File: config.mk
export PLATFORM = sky130hd
export DESIGN_NAME = fpu_writeback_arbiter_flat
export DESIGN_NICKNAME = d
export VERILOG_FILES = /design/src/rtl/fpu_writeback_arbiter_pkg.sv /design/src/rtl/fpu_writeback_arbiter_if.sv /design/src/rtl/wb_fifo.sv /design/src/rtl/fpu_writeback_arbiter.sv /design/src/flat_wrapper.sv
export SDC_FILE = /design/constraint.sdc
export NUM_CORES = 1
export LEC_CHECK = 0
export ABC_AREA = 0
export CAP_MARGIN = 20
export CORE_MARGIN = 2
export CORE_UTILIZATION = 56
export CTS_BUF_LIST = sky130_fd_sc_hd__clkbuf_4 sky130_fd_sc_hd__clkbuf_8
export CTS_CLUSTER_DIAMETER = 120
export CTS_CLUSTER_SIZE = 40
export DETAILED_ROUTE_END_ITERATION = 12
export GPL_TIMING_DRIVEN = 0
export PLACE_DENSITY = 0.82
export SYNTH_ARGS = -nofsm -noshare
export SYNTH_HDL_FRONTEND = slang
export SYNTH_SLANG_ARGS = --single-unit
File: constraint.sdc
create_clock -name clk -period 3 [get_ports clk]
set_clock_uncertainty 0.2 [all_clocks]
set_input_delay 0.3 -clock clk [delete_from_list [all_inputs] [get_ports clk]]
set_output_delay 0.3 -clock clk [all_outputs]
set_load 0.02 [all_outputs]
File: src/rtl/fpu_writeback_arbiter_pkg.sv
// Shared float writeback definitions: default widths, FIFO depth and the writeback record.
// fpu_controller and the integer writeback import the same package.
package fpu_writeback_arbiter_pkg;

  localparam int WB_AW    = 5;
  localparam int WB_DW    = 32;
  localparam int WB_DEPTH = 4;

  typedef struct packed {
    logic             en;
    logic [WB_AW-1:0] addr;
    logic [WB_DW-1:0] data;
  } wb_t;

endpackage

File: src/rtl/fpu_writeback_arbiter_if.sv
// Float writeback bus: FPU result stream, load handshake, regfile write port and decode query.
interface fpu_writeback_arbiter_if
  import fpu_writeback_arbiter_pkg::*;
#(
  parameter int AW = WB_AW,
  parameter int DW = WB_DW
);

  logic          fpu_enable;
  logic [AW-1:0] fpu_addr;
  logic [DW-1:0] fpu_data;
  logic          ld_valid;
  logic          ld_ready;
  logic [AW-1:0] ld_addr;
  logic [DW-1:0] ld_data;
  logic          wr_enable;
  logic [AW-1:0] wr_addr;
  logic [DW-1:0] wr_data;
  logic [AW-1:0] query_addr;
  logic          query_hit;
  logic          waw_error;

  modport slave (
    input  fpu_enable, fpu_addr, fpu_data, ld_valid, ld_addr, ld_data, query_addr,
    output ld_ready, wr_enable, wr_addr, wr_data, query_hit, waw_error
  );

  modport master (
    output fpu_enable, fpu_addr, fpu_data, ld_valid, ld_addr, ld_data, query_addr,
    input  ld_ready, wr_enable, wr_addr, wr_data, query_hit, waw_error
  );

endinterface

File: src/rtl/wb_fifo.sv
// Load-result FIFO with per-entry valid/address taps so the parent can search pending writes.
module wb_fifo #(
  parameter int DEPTH = 4,
  parameter int AW    = 5,
  parameter int DW    = 32,
  localparam int PW   = $clog2(DEPTH),
  localparam int CW   = $clog2(DEPTH + 1)
) (
  input  logic          clk,
  input  logic          reset,
  input  logic          push,
  input  logic [AW-1:0] push_addr,
  input  logic [DW-1:0] push_data,
  input  logic          pop,
  output logic [AW-1:0] head_addr,
  output logic [DW-1:0] head_data,
  output logic          full,
  output logic          empty,
  output logic [CW-1:0] count,
  output logic          entry_valid [DEPTH],
  output logic [AW-1:0] entry_addr  [DEPTH]
);

  logic [AW-1:0] addr_mem [DEPTH];
  logic [DW-1:0] data_mem [DEPTH];
  logic [PW-1:0] rd_ptr, wr_ptr;
  logic          do_push, do_pop;

  assign full    = (count == CW'(DEPTH));
  assign empty   = (count == '0);
  assign do_push = push & ~full;
  assign do_pop  = pop & ~empty;

  // NOTE: storage is deliberately left out of reset; validity is tracked by count/pointers,
  // so stale contents are never observed and the array stays plain RAM.
  always_ff @(posedge clk) begin
    if (do_push) begin
      addr_mem[wr_ptr] <= push_addr;
      data_mem[wr_ptr] <= push_data;
    end
  end

  // NOTE: sequential state uses non-blocking assignments so every register samples
  // pre-edge values regardless of statement order.
  always_ff @(posedge clk) begin
    if (reset) begin
      rd_ptr <= '0;
      wr_ptr <= '0;
      count  <= '0;
    end else begin
      if (do_push) wr_ptr <= wr_ptr + PW'(1);
      if (do_pop)  rd_ptr <= rd_ptr + PW'(1);
      case ({do_push, do_pop})
        2'b10:   count <= count + CW'(1);
        2'b01:   count <= count - CW'(1);
        default: count <= count;
      endcase
    end
  end

  assign head_addr  = addr_mem[rd_ptr];
  assign head_data  = data_mem[rd_ptr];
  assign entry_addr = addr_mem;

  // Slot i is live when its distance from the read pointer (mod DEPTH) is below count.
  // NOTE: every combinational output gets a default first so no latch can be inferred.
  always_comb begin
    logic [PW-1:0] offset;
    offset = '0;
    for (int i = 0; i < DEPTH; i++) begin
      offset         = PW'(i) - rd_ptr;
      entry_valid[i] = ({{(CW-PW){1'b0}}, offset} < count);
    end
  end

endmodule

File: src/rtl/fpu_writeback_arbiter.sv
// Float regfile write-port owner: FPU results win every cycle, buffered loads fill the gaps.
module fpu_writeback_arbiter
  import fpu_writeback_arbiter_pkg::*;
#(
  parameter int DEPTH = WB_DEPTH,
  parameter int AW    = WB_AW,
  parameter int DW    = WB_DW
) (
  input logic                    clk,
  input logic                    reset,
  fpu_writeback_arbiter_if.slave bus
);

  localparam int CW = $clog2(DEPTH + 1);

  typedef struct packed {
    logic          en;
    logic [AW-1:0] addr;
    logic [DW-1:0] data;
  } wb_sel_t;

  logic          ld_push, ld_pop;
  logic [AW-1:0] head_addr;
  logic [DW-1:0] head_data;
  logic          full, empty;
  logic [CW-1:0] count;
  logic          entry_valid [DEPTH];
  logic [AW-1:0] entry_addr  [DEPTH];
  logic          query_hit_c, waw_hit;
  wb_sel_t       sel, wr_q;
  logic          waw_q;

  wb_fifo #(.DEPTH(DEPTH), .AW(AW), .DW(DW)) u_fifo (
    .clk        (clk),
    .reset      (reset),
    .push       (ld_push),
    .push_addr  (bus.ld_addr),
    .push_data  (bus.ld_data),
    .pop        (ld_pop),
    .head_addr  (head_addr),
    .head_data  (head_data),
    .full       (full),
    .empty      (empty),
    .count      (count),
    .entry_valid(entry_valid),
    .entry_addr (entry_addr)
  );

  // Acceptance looks only at the registered count, never at a same-cycle pop.
  assign bus.ld_ready = ~full & ~reset;
  assign ld_push      = bus.ld_valid & bus.ld_ready;
  assign ld_pop       = ~bus.fpu_enable & ~empty;

  always_comb begin
    query_hit_c = 1'b0;
    waw_hit     = 1'b0;
    for (int i = 0; i < DEPTH; i++) begin
      if (entry_valid[i] && entry_addr[i] == bus.query_addr) query_hit_c = 1'b1;
      if (entry_valid[i] && entry_addr[i] == bus.fpu_addr)   waw_hit     = 1'b1;
    end
  end

  always_comb begin
    sel.en   = bus.fpu_enable | ~empty;
    sel.addr = bus.fpu_enable ? bus.fpu_addr : head_addr;
    sel.data = bus.fpu_enable ? bus.fpu_data : head_data;
  end

  // Address/data hold their last value on idle cycles; only the strobe drops.
  always_ff @(posedge clk) begin
    if (reset) begin
      wr_q  <= '0;
      waw_q <= 1'b0;
    end else begin
      wr_q.en <= sel.en;
      if (sel.en) begin
        wr_q.addr <= sel.addr;
        wr_q.data <= sel.data;
      end
      if (bus.fpu_enable && waw_hit) waw_q <= 1'b1;
    end
  end

  assign bus.wr_enable = wr_q.en;
  assign bus.wr_addr   = wr_q.addr;
  assign bus.wr_data   = wr_q.data;
  assign bus.query_hit = query_hit_c;
  assign bus.waw_error = waw_q;

  a_full_count: assert property (@(posedge clk) disable iff (reset)
    (full == (count == CW'(DEPTH))) && (count <= CW'(DEPTH)));

endmodule

File: src/flat_wrapper.sv
// flat-port wrapper written by rule: the top's interface ports become plain ports
module fpu_writeback_arbiter_flat import fpu_writeback_arbiter_pkg::*;
#(
  parameter int DEPTH = WB_DEPTH,
  parameter int AW    = WB_AW,
  parameter int DW    = WB_DW
)
  (clk, reset, bus_fpu_enable, bus_fpu_addr, bus_fpu_data, bus_ld_valid, bus_ld_addr, bus_ld_data, bus_query_addr, bus_ld_ready, bus_wr_enable, bus_wr_addr, bus_wr_data, bus_query_hit, bus_waw_error);
  fpu_writeback_arbiter_if #(.AW(AW), .DW(DW)) bus_i ();
  input logic clk;
  input logic reset;
  input wire logic [$bits(bus_i.fpu_enable)-1:0] bus_fpu_enable;
  input wire logic [$bits(bus_i.fpu_addr)-1:0] bus_fpu_addr;
  input wire logic [$bits(bus_i.fpu_data)-1:0] bus_fpu_data;
  input wire logic [$bits(bus_i.ld_valid)-1:0] bus_ld_valid;
  input wire logic [$bits(bus_i.ld_addr)-1:0] bus_ld_addr;
  input wire logic [$bits(bus_i.ld_data)-1:0] bus_ld_data;
  input wire logic [$bits(bus_i.query_addr)-1:0] bus_query_addr;
  output wire logic [$bits(bus_i.ld_ready)-1:0] bus_ld_ready;
  output wire logic [$bits(bus_i.wr_enable)-1:0] bus_wr_enable;
  output wire logic [$bits(bus_i.wr_addr)-1:0] bus_wr_addr;
  output wire logic [$bits(bus_i.wr_data)-1:0] bus_wr_data;
  output wire logic [$bits(bus_i.query_hit)-1:0] bus_query_hit;
  output wire logic [$bits(bus_i.waw_error)-1:0] bus_waw_error;
  assign bus_i.fpu_enable = bus_fpu_enable;
  assign bus_i.fpu_addr = bus_fpu_addr;
  assign bus_i.fpu_data = bus_fpu_data;
  assign bus_i.ld_valid = bus_ld_valid;
  assign bus_i.ld_addr = bus_ld_addr;
  assign bus_i.ld_data = bus_ld_data;
  assign bus_i.query_addr = bus_query_addr;
  assign bus_ld_ready = bus_i.ld_ready;
  assign bus_wr_enable = bus_i.wr_enable;
  assign bus_wr_addr = bus_i.wr_addr;
  assign bus_wr_data = bus_i.wr_data;
  assign bus_query_hit = bus_i.query_hit;
  assign bus_waw_error = bus_i.waw_error;
  fpu_writeback_arbiter #(.DEPTH(DEPTH), .AW(AW), .DW(DW)) u_core (.clk(clk), .reset(reset), .bus(bus_i));
endmodule
Yosys cells after proc, flatten, opt, wreduce, memory -nomap -nowiden
Memories as Yosys holds them, arrays and structs flattened. A register that Yosys moved wholly into a read port is not among the register bits.
Index checks and enable logic that the tools add are counted.

word-level totals
  bits in registers = 66
  memory bits (writable) = 128
  memories kept = 1

cells by class
  add/sub/neg operators = 8
  magnitude comparators = 7
  equal/unequal tests = 11
  mux-type cells = 21
  bitwise gates (word level) = 12
  reductions and logical operators = 12

memory list
  memory                  depth  bits a word  rd ports  clocked after Yosys merged registers in  write ports  line           RTL
  u_core.u_fifo.data_mem  4      32           1         1                                        1            wb_fifo.sv:25  logic [DW-1:0] data_mem [DEPTH];

operators by type and width
  kind                                                                          number
  5-bit equality test                                                           8
  32-bit 2-to-1 mux                                                             1
  20-bit bitwise mux                                                            1
  5-bit 2-to-1 mux                                                              4
  2-bit by 3-bit less-than comparator with 1-bit output                         4
  5-bit binary-select mux with 2-bit select                                     1
  5-bit demux with 2-bit select                                                 1
  1-bit logical AND                                                             10
  1-bit 2-to-1 mux                                                              10
  3-bit >= comparator, second input constant                                    2
  2-bit inverter with 3-bit output                                              2
  3-bit case mux with 2 select lines                                            1
  1-bit AND                                                                     5
  2-bit by 1-bit adder with 2-bit output, second input constant                 2
  2-bit 2-to-1 mux                                                              2
  1-bit inverter                                                                4
  1-bit by 2-bit subtractor with 2-bit output, first input constant             2
  2-bit subtractor, first input constant                                        2
  3-bit by 1-bit adder with 3-bit output, second input constant                 1
  3-bit equality test, second input constant                                    1
  3-bit logical NOT                                                             1
  3-bit by 1-bit less-than comparator with 1-bit output, second input constant  1
  3-bit by 1-bit subtractor with 3-bit output, second input constant            1
  2-bit by 1-bit equality test with 1-bit output, second input constant         1
  other kinds (3)                                                               3

Depth between registers and ports, before layout
Gate-level depths: netlist of the first run.

  word-level depth = 8
  mapped depth = 10
  gate-level depth less buffers = 10

Cells and area by module
Synthesis of the first run repeated with hierarchy kept, for this count alone.

unflattened totals
  cell total of the unflattened synthesis = 540
  area total of the unflattened synthesis = 8,206.6 um^2

by module, submodules not included
  module                 instances  cells an instance  area an instance (um^2)
  wb_fifo                1          266                5,978.2
  fpu_writeback_arbiter  1          274                2,228.4

Worst setup path after synthesis of the first run
No wires, ideal clock.

  kind = reg-to-reg
  start = register u_core.u_fifo.count[0]
  end = memory u_core.u_fifo.data_mem[0][0], enable pin
  library setup time = 0.398 ns
  data arrival time = 1.909 ns
  setup slack = 0.493 ns
  stages on the path, launching flop included = 4
  period minus slack after synthesis = 2.507 ns
  cell sequence = dfxtp_1 > inv_1 > a31oi_2 > and3_1

on the way
  word-level cells in the longest chain between the ends = 7

RTL lines
  what                                    line                         RTL
  start: declaration                      wb_fifo.sv:19                output logic [CW-1:0] count,
  start signal: assignment                wb_fifo.sv:54                2'b10: count <= count + CW'(1);
  start signal: assignment                wb_fifo.sv:55                2'b01: count <= count - CW'(1);
  start signal: assignment                wb_fifo.sv:56                default: count <= count;
  3-bit equality test                     wb_fifo.sv:29                assign full = (count == CW'(DEPTH));
  1-bit inverter                          fpu_writeback_arbiter.sv:50  assign bus.ld_ready = ~full & ~reset;
  1-bit AND                               fpu_writeback_arbiter.sv:50
  net bus_ld_ready                        flat_wrapper.sv:19           output wire logic [$bits(bus_i.ld_ready)-1:0] bus_ld_ready;
  1-bit AND                               fpu_writeback_arbiter.sv:51  assign ld_push = bus.ld_valid & bus.ld_ready;
  1-bit AND                               wb_fifo.sv:31                assign do_push = push & ~full;
  1-bit 2-to-1 mux                        wb_fifo.sv:37                if (do_push) begin
  1-bit 2-to-1 mux (implied by the code)  wb_fifo.sv:39                data_mem[wr_ptr] <= push_data;
  end: declaration                        wb_fifo.sv:25

The timed path passes the listed nets, and every way through them passes these cells.

Worst setup path in the final report of the first run
  start = register u_core.u_fifo.rd_ptr[1]
  end = output port bus_query_hit

on the way
  word-level cells in the longest chain between the ends = 7
  elaborated cells between the ends (all ways) = 16
  classes of those cells = add/sub: 4; order compare: 4; mux: 4; reduce/logical: 4

RTL lines
  what                                                   line                         RTL
  start: declaration                                     wb_fifo.sv:26                logic [PW-1:0] rd_ptr, wr_ptr;
  start signal: assignment                               wb_fifo.sv:52                if (do_pop) rd_ptr <= rd_ptr + PW'(1);
  1-bit by 2-bit subtractor with 2-bit output            wb_fifo.sv:71                offset = PW'(i) - rd_ptr;
  2-bit by 3-bit less-than comparator with 1-bit output  wb_fifo.sv:72                entry_valid[i] = ({{(CW-PW){1'b0}}, offset} < count);
  1-bit logical AND                                      fpu_writeback_arbiter.sv:58  if (entry_valid[i] && entry_addr[i] == bus.query_addr) query_hit_c = 1'b1;
  1-bit 2-to-1 mux (3 in a row)                          fpu_writeback_arbiter.sv:58
  1-bit 2-to-1 mux (*)                                   fpu_writeback_arbiter.sv:58
  end: declaration                                       flat_wrapper.sv:23           output wire logic [$bits(bus_i.query_hit)-1:0] bus_query_hit;

Every way passes the cells marked *; elsewhere a longest branch is shown, timed or not.

==> results of run 1 <==
==> final cells by class <==
cell class	instances	area [um2]	share of cell area (%)
plain buffers	36	233	2.29
repair buffers	125	1280	12.6
flip-flops and latches	196	5410	53.2
clock buffers	24	287	2.82
well taps	184	230	2.27
multi-input cells	293	2550	25.1
clock inverters	8	129	1.27
inverters	12	45.0	0.443
==> synthesized netlist by cell type, drive strengths merged (4+ instances only) <==
cell type  instances
mux2i             37
buf               22
nor4               7
nand3              6
xnor2             24
edfxtp           148
and3               4
inv               12
nor2              83
clkbuf            14
dfxtp             48
ha                 9
a21oi             43
xor2              22
mux4              37
==> cells by family after synthesis <==
group | count (synthesis) | synth area share (%)
AND/OR/NAND/NOR | 111 | 5.81
adder cells (fa/ha/maj) | 10 | 1.62
XOR/XNOR | 46 | 4.92
buffers and inverters | 48 | 3.21
multiplexers | 74 | 14.8
AO/OA/AOI/OAI | 52 | 3.62
flip-flops | 196 | 66.0
==> metrics by stage <==
stage / setup slack, ns / area (um2) / hold slack, ns / total power (W)
after floorplan: 0.493 / 8190 / 0.199 / 0.00502
after CTS: 0.0390 / 10100 / 0.228 / 0.00752
after global routing: 0.0179 / 10200 / 0.248 / 0.00785
final: 0.112 / 10200 / 0.262 / 0.00751
after global placement: -0.328 / 9560 / 0.237 / 0.00565
after detailed placement: -0.206 / 9640 / 0.244 / 0.00574
==> layer usage <==
layer	vias to the layer above	share of wire, %	wire length [um]	GRT usage (%)
li1	2270	-	-	-
met3	30	5.6	1010	4.85
met4	0	2.0	359	9.35
met1	2492	41	7440	30.4
met5	-	0	0	0
met2	179	51	9250	38.3
==> worst min-delay path by stage <==
| stage | from | endpoint | slack (ns) | cells past startpoint |
|---|---|---|---|---|
| 6_report | u_core.bus.waw_error | u_core.bus.waw_error | 0.26 | 2 |
| 5_1_grt | bus_fpu_data[8] | u_core.bus.wr_data[8] | 0.25 | 3 |
| 4_1_cts | bus_fpu_data[8] | u_core.bus.wr_data[8] | 0.23 | 3 |
| 3_5_place_dp | u_core.bus.waw_error | u_core.bus.waw_error | 0.24 | 2 |
| 3_3_place_gp | u_core.bus.waw_error | u_core.bus.waw_error | 0.24 | 2 |
| 2_1_floorplan | bus_ld_data[0] | u_core.u_fifo.data_mem[0][0] | 0.20 | 0 |
==> sequential cells by signal, summed over array words and instances, names as in the netlist, named ones only <==
signal                    flops
u_core.u_fifo.data_mem      128
u_core.u_fifo.entry_addr     20
u_core.bus.wr_enable          1
u_core.bus.waw_error          1
u_core.bus.wr_data           32
u_core.bus.wr_addr            5
u_core.u_fifo.wr_ptr          2
u_core.u_fifo.count           3
u_core.u_fifo.rd_ptr          2
==> cell usage in the layout (no fill, tap or decap), types with 11 or more instances in the layout <==
cell             instances
buf_2                   13
xnor2_1                 23
nor2_1                  83
mux4_2                  35
a21oi_1                 41
inv_1                   11
dfxtp_1                 47
clkbuf_8                17
clkdlybuf4s50_1        113
edfxtp_1               148
mux2i_1                 37
xor2_1                  22
==> tightest hold or removal path: stages, from the launching register on <==
cell and delay, ns:
dfxtp_1 0.32, inv_1 0.05, a21oi_1 0.05
==> report_power, final <==
group / total, W / switching, W / internal, W
clock network: 0.00175 / 0.000858 / 0.000895
logic: 0.00251 / 0.00125 / 0.00125
registers: 0.00325 / 0.000118 / 0.00313
total: 0.00751 / 0.00223 / 0.00528
==> repair_timing <==
item	CTS	global route
endpoints found under the hold margin	5	0
resized for setup	10	4
setup endpoints to repair	1	1
hold buffers	5	0
gates cloned	0	0
setup buffers	0	2
pin swaps	0	1
==> results.yml, run 1 <==
status:
  run_status: "complete, no violations"
final_layout:
  diodes: 0
  final_util_pct: 70.4
  fillers: 944
  final_nets: 774
  area_growth_pct: 24.1
  fin_cells: 878
  drive_gt1_share_pct: 16.4
critical_path:
  crit_end: "bus_query_hit"
  cp.depth: 9
  crit_chain: "buf_8 > xnor2_2 > inv_1 > ha_1 > nand2b_1 > o22ai_2 > nor4_1 > or4_1 > buf_2"
  slowest_stage: "or4_1"
  crit-reg2reg-launch: "u_core.u_fifo.count[2]"
  worstSetupPathType: "reg -> out"
  reg2reg_slack_ns: 0.37
  worstPathArrival_ns: 2.39
  crit_buf_inv: 3
  crit_path_start_kind: "flip-flop"
  crit_path_end_kind: "primary output"
  cp_max_fo: 7
  r2r_cells: 10
  slowest_delay_ns: 0.47
  critPathRequiredTime_ns: 2.50
  r2r_end: "u_core.u_fifo.count[2]"
  critPathLaunch: "u_core.u_fifo.rd_ptr[1]"
  cpLargestDelayFamily: "simple AND/OR/NAND/NOR gates"
floorplan:
  initial_utilization_pct: 56.8
  fp.dieH_um: 125
  pin_count: 124
  die_w_um: 125
  coreArea_mm2: 0.0144
  dieArea_mm2: 0.0156
  rows: 44
yosys:
  ys_async_sr_fraction_pct: 0
  ys.flop_type: "edfxtp_1"
  syn_inst: 537
  ys_types: 37
  synth_nets: 630
  synth_edf_count: 148
  synth_top_area_share_pct: 54.3
  ys_warn_count: 0
  synthTopCellsByArea: "edfxtp_1 54%, dfxtp_1 12%, mux4_2 9.6%"
  yosys.area.top_type: "edfxtp_1"
  ys_seq_area_share_pct: 66.0
  syn_area_mm2: 0.00819
  syn_avg_cell_area_um2: 15.2
  ys_ff_latch: 196
timing:
  drv_slew: 0
  worst_pin_slew_ns: 0.768
  min_period_ns: 2.89
  rsz0062_at_grt: "false"
  fmax_ghz: 0.346
  setup-tns-final_ns: 0
  setup-violations-final: 0
  fin_crit_sh_pct: 96.3
  hold_viol_final: 0
  slew_headroom_pct: 48.8
placed_design:
  dp_hpwl_um: 12400
  place_congestion: 0.894
  numPortBuffers: 114
  dp_cells: 839
cts:
  clkSlewWorstSetupHoldPaths_ns: 0.09
  cts_sinks: 196
  clock_latency_ns: 0.45
  numCtsBuffers: 17
  htreeDepth: 4
  root_buffer: "clkbuf_8"
  cts_tree: "built"
  cts_buffer_depth: 2
drt:
  via_count: 4971
  drtIter0Drc: 373
  totalWireLength_um: 18100
  wl_per_cell_um: 20.6
  postRouteAntennaNets: 0
  drtPass1Iterations: 5
  drcViolationCount: 0
  viasPerCell: 5.66
global_routing:
  grt_pass1_vias: 4979
  grtUsageTotal_pct: 23.2
  grt_overflow_total: 0
  antenna_found_initial: 0
  grt_max_degree: 34
  grt_pass1_wl_um: 27100
pwr:
  p_per_area_mw_per_mm2: 739
  ir_drop_uv: 371
  power_leakage_nw: 3.63
run:
  max-cap-violations: 0
worst_hold_path:
  min_path_type: "reg -> reg"
(Power assumes the default switching activity.)
==> inputs of run 2 (changes only) <==
- CAP_MARGIN: 20 -> 15
==> results of run 2 <==
The final DEF is identical to that of run 1; final timing and power are the same.
==> variant 1, RTL diff (flow settings as in run 1) <==
`WB_DW`: 32 -> 48.
--- a/src/rtl/fpu_writeback_arbiter_pkg.sv
+++ b/src/rtl/fpu_writeback_arbiter_pkg.sv
@@ -4,5 +4,5 @@
 
   localparam int WB_AW    = 5;
-  localparam int WB_DW    = 32;
+  localparam int WB_DW    = 48;
   localparam int WB_DEPTH = 4;
 
Interface: changed (resized bus_fpu_data, bus_ld_data and bus_wr_data); port bits go from 124 to 172. The function was not compared with the original's and may differ.
==> variant 1 against run 1 <==
The flow now finishes with violations (negative setup slack). Power increased by 25%. Combinational power grew 33%. Global-route usage shrank 1.0 points. Setup slack got worse by 0.13 ns. Critical path depth shrank 1. Synthesized cell count up 31%. Design area up 33%. Sequential power grew 40%. Wire length grew 28%. Synthesized area rose by 36%. Sequential cell count grew 80. Largest cell class unchanged.
==> variant 1: results (changes against run 1) <==
metric,value,unit,change
setup_viol,1,,+1
synth_cell_types,34,,-8.1%
cts_setup_buffers,5,,+5
dp.cells,1131,,+35%
avgSynthCellArea,15.8,um^2,+3.8%
grt_pass1_wl,35.2,mm,+30%
finalWirelength,23.1,mm,+28%
yosys-top-cells-count,"edfxtp_1 (212), nor2_1 (119), dfxtp_1 (64)",,
cts_buffer_depth,3,,+1
dr.pass1.iters,4,,-1
grt.total_usage,0.222,,-0.0101
synthMuxAreaShare,0.155,,+0.00732
instances_no_fill,1160,,+32%
yosysSeqAreaShare,0.689,,+0.0284
h-tree-depth,1,,-3
synthXorXnorAreaFrac,0.0363,,-0.0129
use_met2,0.382,,-0.00140
violations,negative setup slack,,
slew-limit-headroom,0.424,,-0.0644
met3_usage,0.0461,,-0.00247
final_layout_size_suffix_gt1_frac,0.126,,-0.0379
switchingPower,2.81,mW,+26%
synth_edf_count,212,,+43%
layout_setup_ws,-0.0219,ns,-0.134 ns
dp_worst_setup_slack,-0.252,ns,-0.0460 ns
combinationalPower,3.35,mW,+33%
status,"finished, violations left",,
slowest_delay,0.50,ns,+0.03 ns
synthAdderAreaFrac,0.0119,,-0.00426
n_fill_cell,1306,,+38%
fin_nets,1015,,+31%
io_buffer_count,163,,+43%
cts_buffers,10,,-7
critPathArrivalTime,2.52,ns,+0.13 ns
synth_area_leaders,"edfxtp_1 (57%), dfxtp_1 (12%), mux4_2 (11%)",,
p_seq_frac,0.485,,+0.052
hp-class,in2reg,,
grt_antenna_before_repair,1,,+1
largest_reg_flops,192,,+50%
synth_compound_area_frac,0.0328,,-0.00343
variant 1: cell types whose count changed after synthesis, sizes merged, moves of 16 or more:
cell           run 1  this run
mux2i             37        53
dfxtp             48        64
mux4              37        53
nor2              83       119
a21oi             43        59
edfxtp           148       212
variant 1: routing by layer:
| layer | routed length (um) | up-vias | share of wire |
|---|---|---|---|
| li1 | - | 2986 | - |
| met1 | 9800 | 3156 | 0.42 |
| met2 | 11300 | 205 | 0.49 |
| met3 | 1630 | 21 | 0.070 |
| met4 | 353 | 0 | 0.015 |
| met5 | 0 | - | 0 |
variant 1: through the flow:
step / setup TNS [ns] / instance area [um^2] / util
2_1_floorplan: 0 / 11100 / -
3_3_place_gp: -3.80 / 13100 / 0.672
3_5_place_dp: -0.252 / 13100 / 0.673
4_1_cts: -0.0261 / 13500 / 0.692
5_1_grt: -0.199 / 13500 / 0.694
6_report: -0.0219 / 13500 / 0.695
variant 1: layout make-up:
cell class,instances,area [um^2],area share
Tap cell,265,332,0.0245
Multi-Input combinational cell,373,3290,0.243
Antenna cell,1,2.50,0.000185
Timing Repair Buffer,177,1760,0.130
Clock buffer,15,181,0.0134
Inverter,9,37.5,0.00278
Clock inverter,1,30.0,0.00222
Sequential cell,276,7650,0.566
Buffer,43,226,0.0168
variant 1: path summary, 6_finish.rpt:
check / slack (ns) / depth (start not counted) / from / to
setup reg to reg: 0.20 / 10 / u_core.u_fifo.count[2] / u_core.u_fifo.count[2]
setup / recovery: -0.02 / 8 / u_core.u_fifo.count[1] / bus_query_hit
hold / removal: 0.14 / 3 / bus_fpu_data[1] / u_core.bus.wr_data[1]
hold reg to reg: 0.36 / 2 / u_core.u_fifo.count[1] / u_core.u_fifo.count[1]
==> variant 2, RTL diff (flow settings as in run 1) <==
Without the edit above. Make the reset (`reset`) asynchronous in 2 clocked blocks.
--- a/src/rtl/wb_fifo.sv
+++ b/src/rtl/wb_fifo.sv
@@ -43,5 +43,5 @@
   // NOTE: sequential state uses non-blocking assignments so every register samples
   // pre-edge values regardless of statement order.
-  always_ff @(posedge clk) begin
+  always_ff @(posedge clk or posedge reset) begin
     if (reset) begin
       rd_ptr <= '0;
--- a/src/rtl/fpu_writeback_arbiter.sv
+++ b/src/rtl/fpu_writeback_arbiter.sv
@@ -68,5 +68,5 @@
 
   // Address/data hold their last value on idle cycles; only the strobe drops.
-  always_ff @(posedge clk) begin
+  always_ff @(posedge clk or posedge reset) begin
     if (reset) begin
       wr_q  <= '0;
Formal check against the unedited RTL: differs if reset is asserted again (counterexample within 4 cycles, from zero or initial values and one cycle with reset high); with reset held inactive, the same outputs for 4 cycles.
==> variant 2 against run 1 <==
Design area shrank 0.82%. Synthesized cell count shrank 12%. Setup slack lost 0.032 ns. Sequential cell count shrank 2. Largest power group unchanged. Power grew 13%. Non-clock buffer count shrank 10. Combinational power grew 19%. First-iteration DRC count grew 5.1%. Wire length shrank 3.2%. Synthesized area shrank 0.99%.
==> variant 2: results (changes against run 1) <==
metric,value,unit,change
status,completed,,
gp_congestion,0.780,,-13%
routed-via-count,4688,,-5.7%
regMostFlops,u_core.u_fifo.data_mem,,
power.leakage,3.61,nW,-0.70%
r2r_end,u_core.u_fifo.count[2],,
routed.top_layer,met4,,
final_layout_size_suffix_gt1_frac,0.153,,-0.0116
holdPathStages,3,,+1
swShare,0.312,,+0.0154
io_buffer_count,116,,+1.8%
synth.most_common_cell,edfxtp_1,,
synthXorXnorAreaFrac,0.0508,,+0.00157
holdPathEnd,u_core.bus.wr_addr[2],,
grt_antenna_before_repair,0,,unchanged
crit_slowest_cell,clkdlybuf4s50_1,,
grt_max_degree,40,,+18%
grt_pass1_vias,4969,,-0.20%
dp_hpwl,12.0,mm,-3.7%
synthMuxAreaShare,0.144,,-0.00438
ir_drop,0.390,mV,+5.2%
synthAdderAreaFrac,0.0164,,+0.000163
postSynth.asyncResetShare,0.237,,+0.237
cts.clk_slew.worst_paths,0.09,ns,about the same
critPathArrivalTime,2.42,ns,+0.03 ns
hold_path.startpoint,bus_fpu_addr[2],,
dp_worst_setup_slack,-0.0129,ns,+0.193 ns
post-route-period-util,0.973,,+0.0106
grt.total_usage,0.231,,-0.000385
cts_buffers,17,,unchanged
synth_cell_types,36,,-2.7%
synth_compound_area_frac,0.0377,,+0.00144
drt_iter0_markers,392,,+5.1%
ys_warn_count,0,,unchanged
cts_buffer_depth,2,,unchanged
grt_pass1_wl,27.2,mm,+0.41%
synth_area_leaders,"edfxtp_1 (55%), dfrtp_1 (14%), mux4_2 (10%)",,
slew-limit-headroom,0.521,,+0.0324
yosys-top-cells-count,"edfxtp_1 (148), dfrtp_1 (46), mux4_2 (37)",,
slowest_delay,0.70,ns,+0.23 ns
yosysSeqAreaShare,0.690,,+0.0301
met2_length,9.02,mm,-2.5%
fin_nets,709,,-8.4%
cts-root-buf,clkbuf_8,,
syn-num-nets,568,,-9.8%
path_delay_family,buffers and inverters,,
r2r_cells,11,,+1
r2r_start,u_core.u_fifo.count[0],,
hp-class,in2reg,,
largest_reg_flops,128,,unchanged
n_fill_cell,874,,-7.4%
dr.pass1.iters,7,,+2
crit_fanout,6,,-1
wl_met3,971,um,-4.1%
finalWirelength,17.5,mm,-3.2%
wl_met1,7.18,mm,-3.6%
rrSetupSlack,0.41,ns,+0.04 ns
[variant 2: cell count changes after synthesis, moves of 9 or more]
cell	delta
a21oi_1	-38
dfrtp_1	+46
dfxtp_1	-48
nand2_1	+31
nor2_1	-80
o21ai_0	+32
xor2_1	+9
[variant 2: how the worst max path moves through the flow]
stage	start	cells after the start	end
floorplan	u_core.u_fifo.count[0]	4	u_core.u_fifo.data_mem[0][0]
global placement	reset	3	u_core.u_fifo.data_mem[0][1]
detailed placement	u_core.u_fifo.rd_ptr[1]	9	bus_query_hit
CTS	u_core.u_fifo.rd_ptr[1]	9	bus_query_hit
global route	u_core.u_fifo.rd_ptr[1]	9	bus_query_hit
finish	reset	4	bus_ld_ready
[variant 2: per-layer routing]
metal / vias up / GRT usage
met1: 2405 / 0.310
li1: 2091 / -
met5: - / 0
met2: 165 / 0.392
met4: 0 / 0.0767
met3: 27 / 0.0369
[variant 2: layout make-up]
type | count | share of cell area
tap | 180 | 0.0223
timing repair buffer | 123 | 0.127
multi-input combinational | 237 | 0.230
sequential | 194 | 0.555
buffer | 28 | 0.0143
clock buffer | 21 | 0.0281
clock inverter | 11 | 0.0173
inverter | 15 | 0.00559
[variant 2: per-stage QoR]
step	instances	utilization	cell area (um^2)	hold WS [ns]	setup TNS, ns
finish	809	0.720	10100	0.144	0
global placement	771	0.679	9490	0.239	-68.10
global route	809	0.720	10100	0.171	-0.00700
detailed placement	776	0.686	9600	0.247	-0.0129
CTS	809	0.720	10100	0.124	0
floorplan	475	-	8110	0.199	0
[variant 2: power by group through the flow]
stage	registers [mW]	logic, mW	clock network [mW]
6_report	3.63	2.99	1.87
5_1_grt	3.69	3.19	1.99
4_1_cts	3.64	3.01	1.90
3_5_place_dp	3.70	2.97	0
3_3_place_gp	3.68	2.86	0
2_1_floorplan	3.95	1.56	0
[variant 2: logic make-up (layout without fill, tap and decap cells)]
logic type	after synthesis	count (layout)
xor gates and xnor gates	47	47
AOI/OAI and AO/OA	51	51
buffers and inverters	44	198
muxes	70	70
DFF	194	194
and+or+nand+nor	59	59
adders and majority gates	10	10
[variant 2: worst register-to-register path, delay by kind of cell (launching register included)]
kind | cells | cell delay (ns)
buffers and inverters | 4 | 0.45
adders and majority gates | 2 | 0.43
AOI/OAI and AO/OA | 1 | 0.43
and+or+nand+nor | 2 | 0.34
DFF | 1 | 0.33
xor gates and xnor gates | 2 | 0.29
[variant 2: timing repair]
| action | CTS | global route |
|---|---|---|
| pin swaps | 2 | 0 |
| endpoints found under the hold margin | 7 | 0 |
| hold buffers | 1 | 0 |
| buffers inserted | 1 | 0 |
| endpoints found under the setup margin | 1 | 1 |
| gates resized for setup | 9 | 1 |
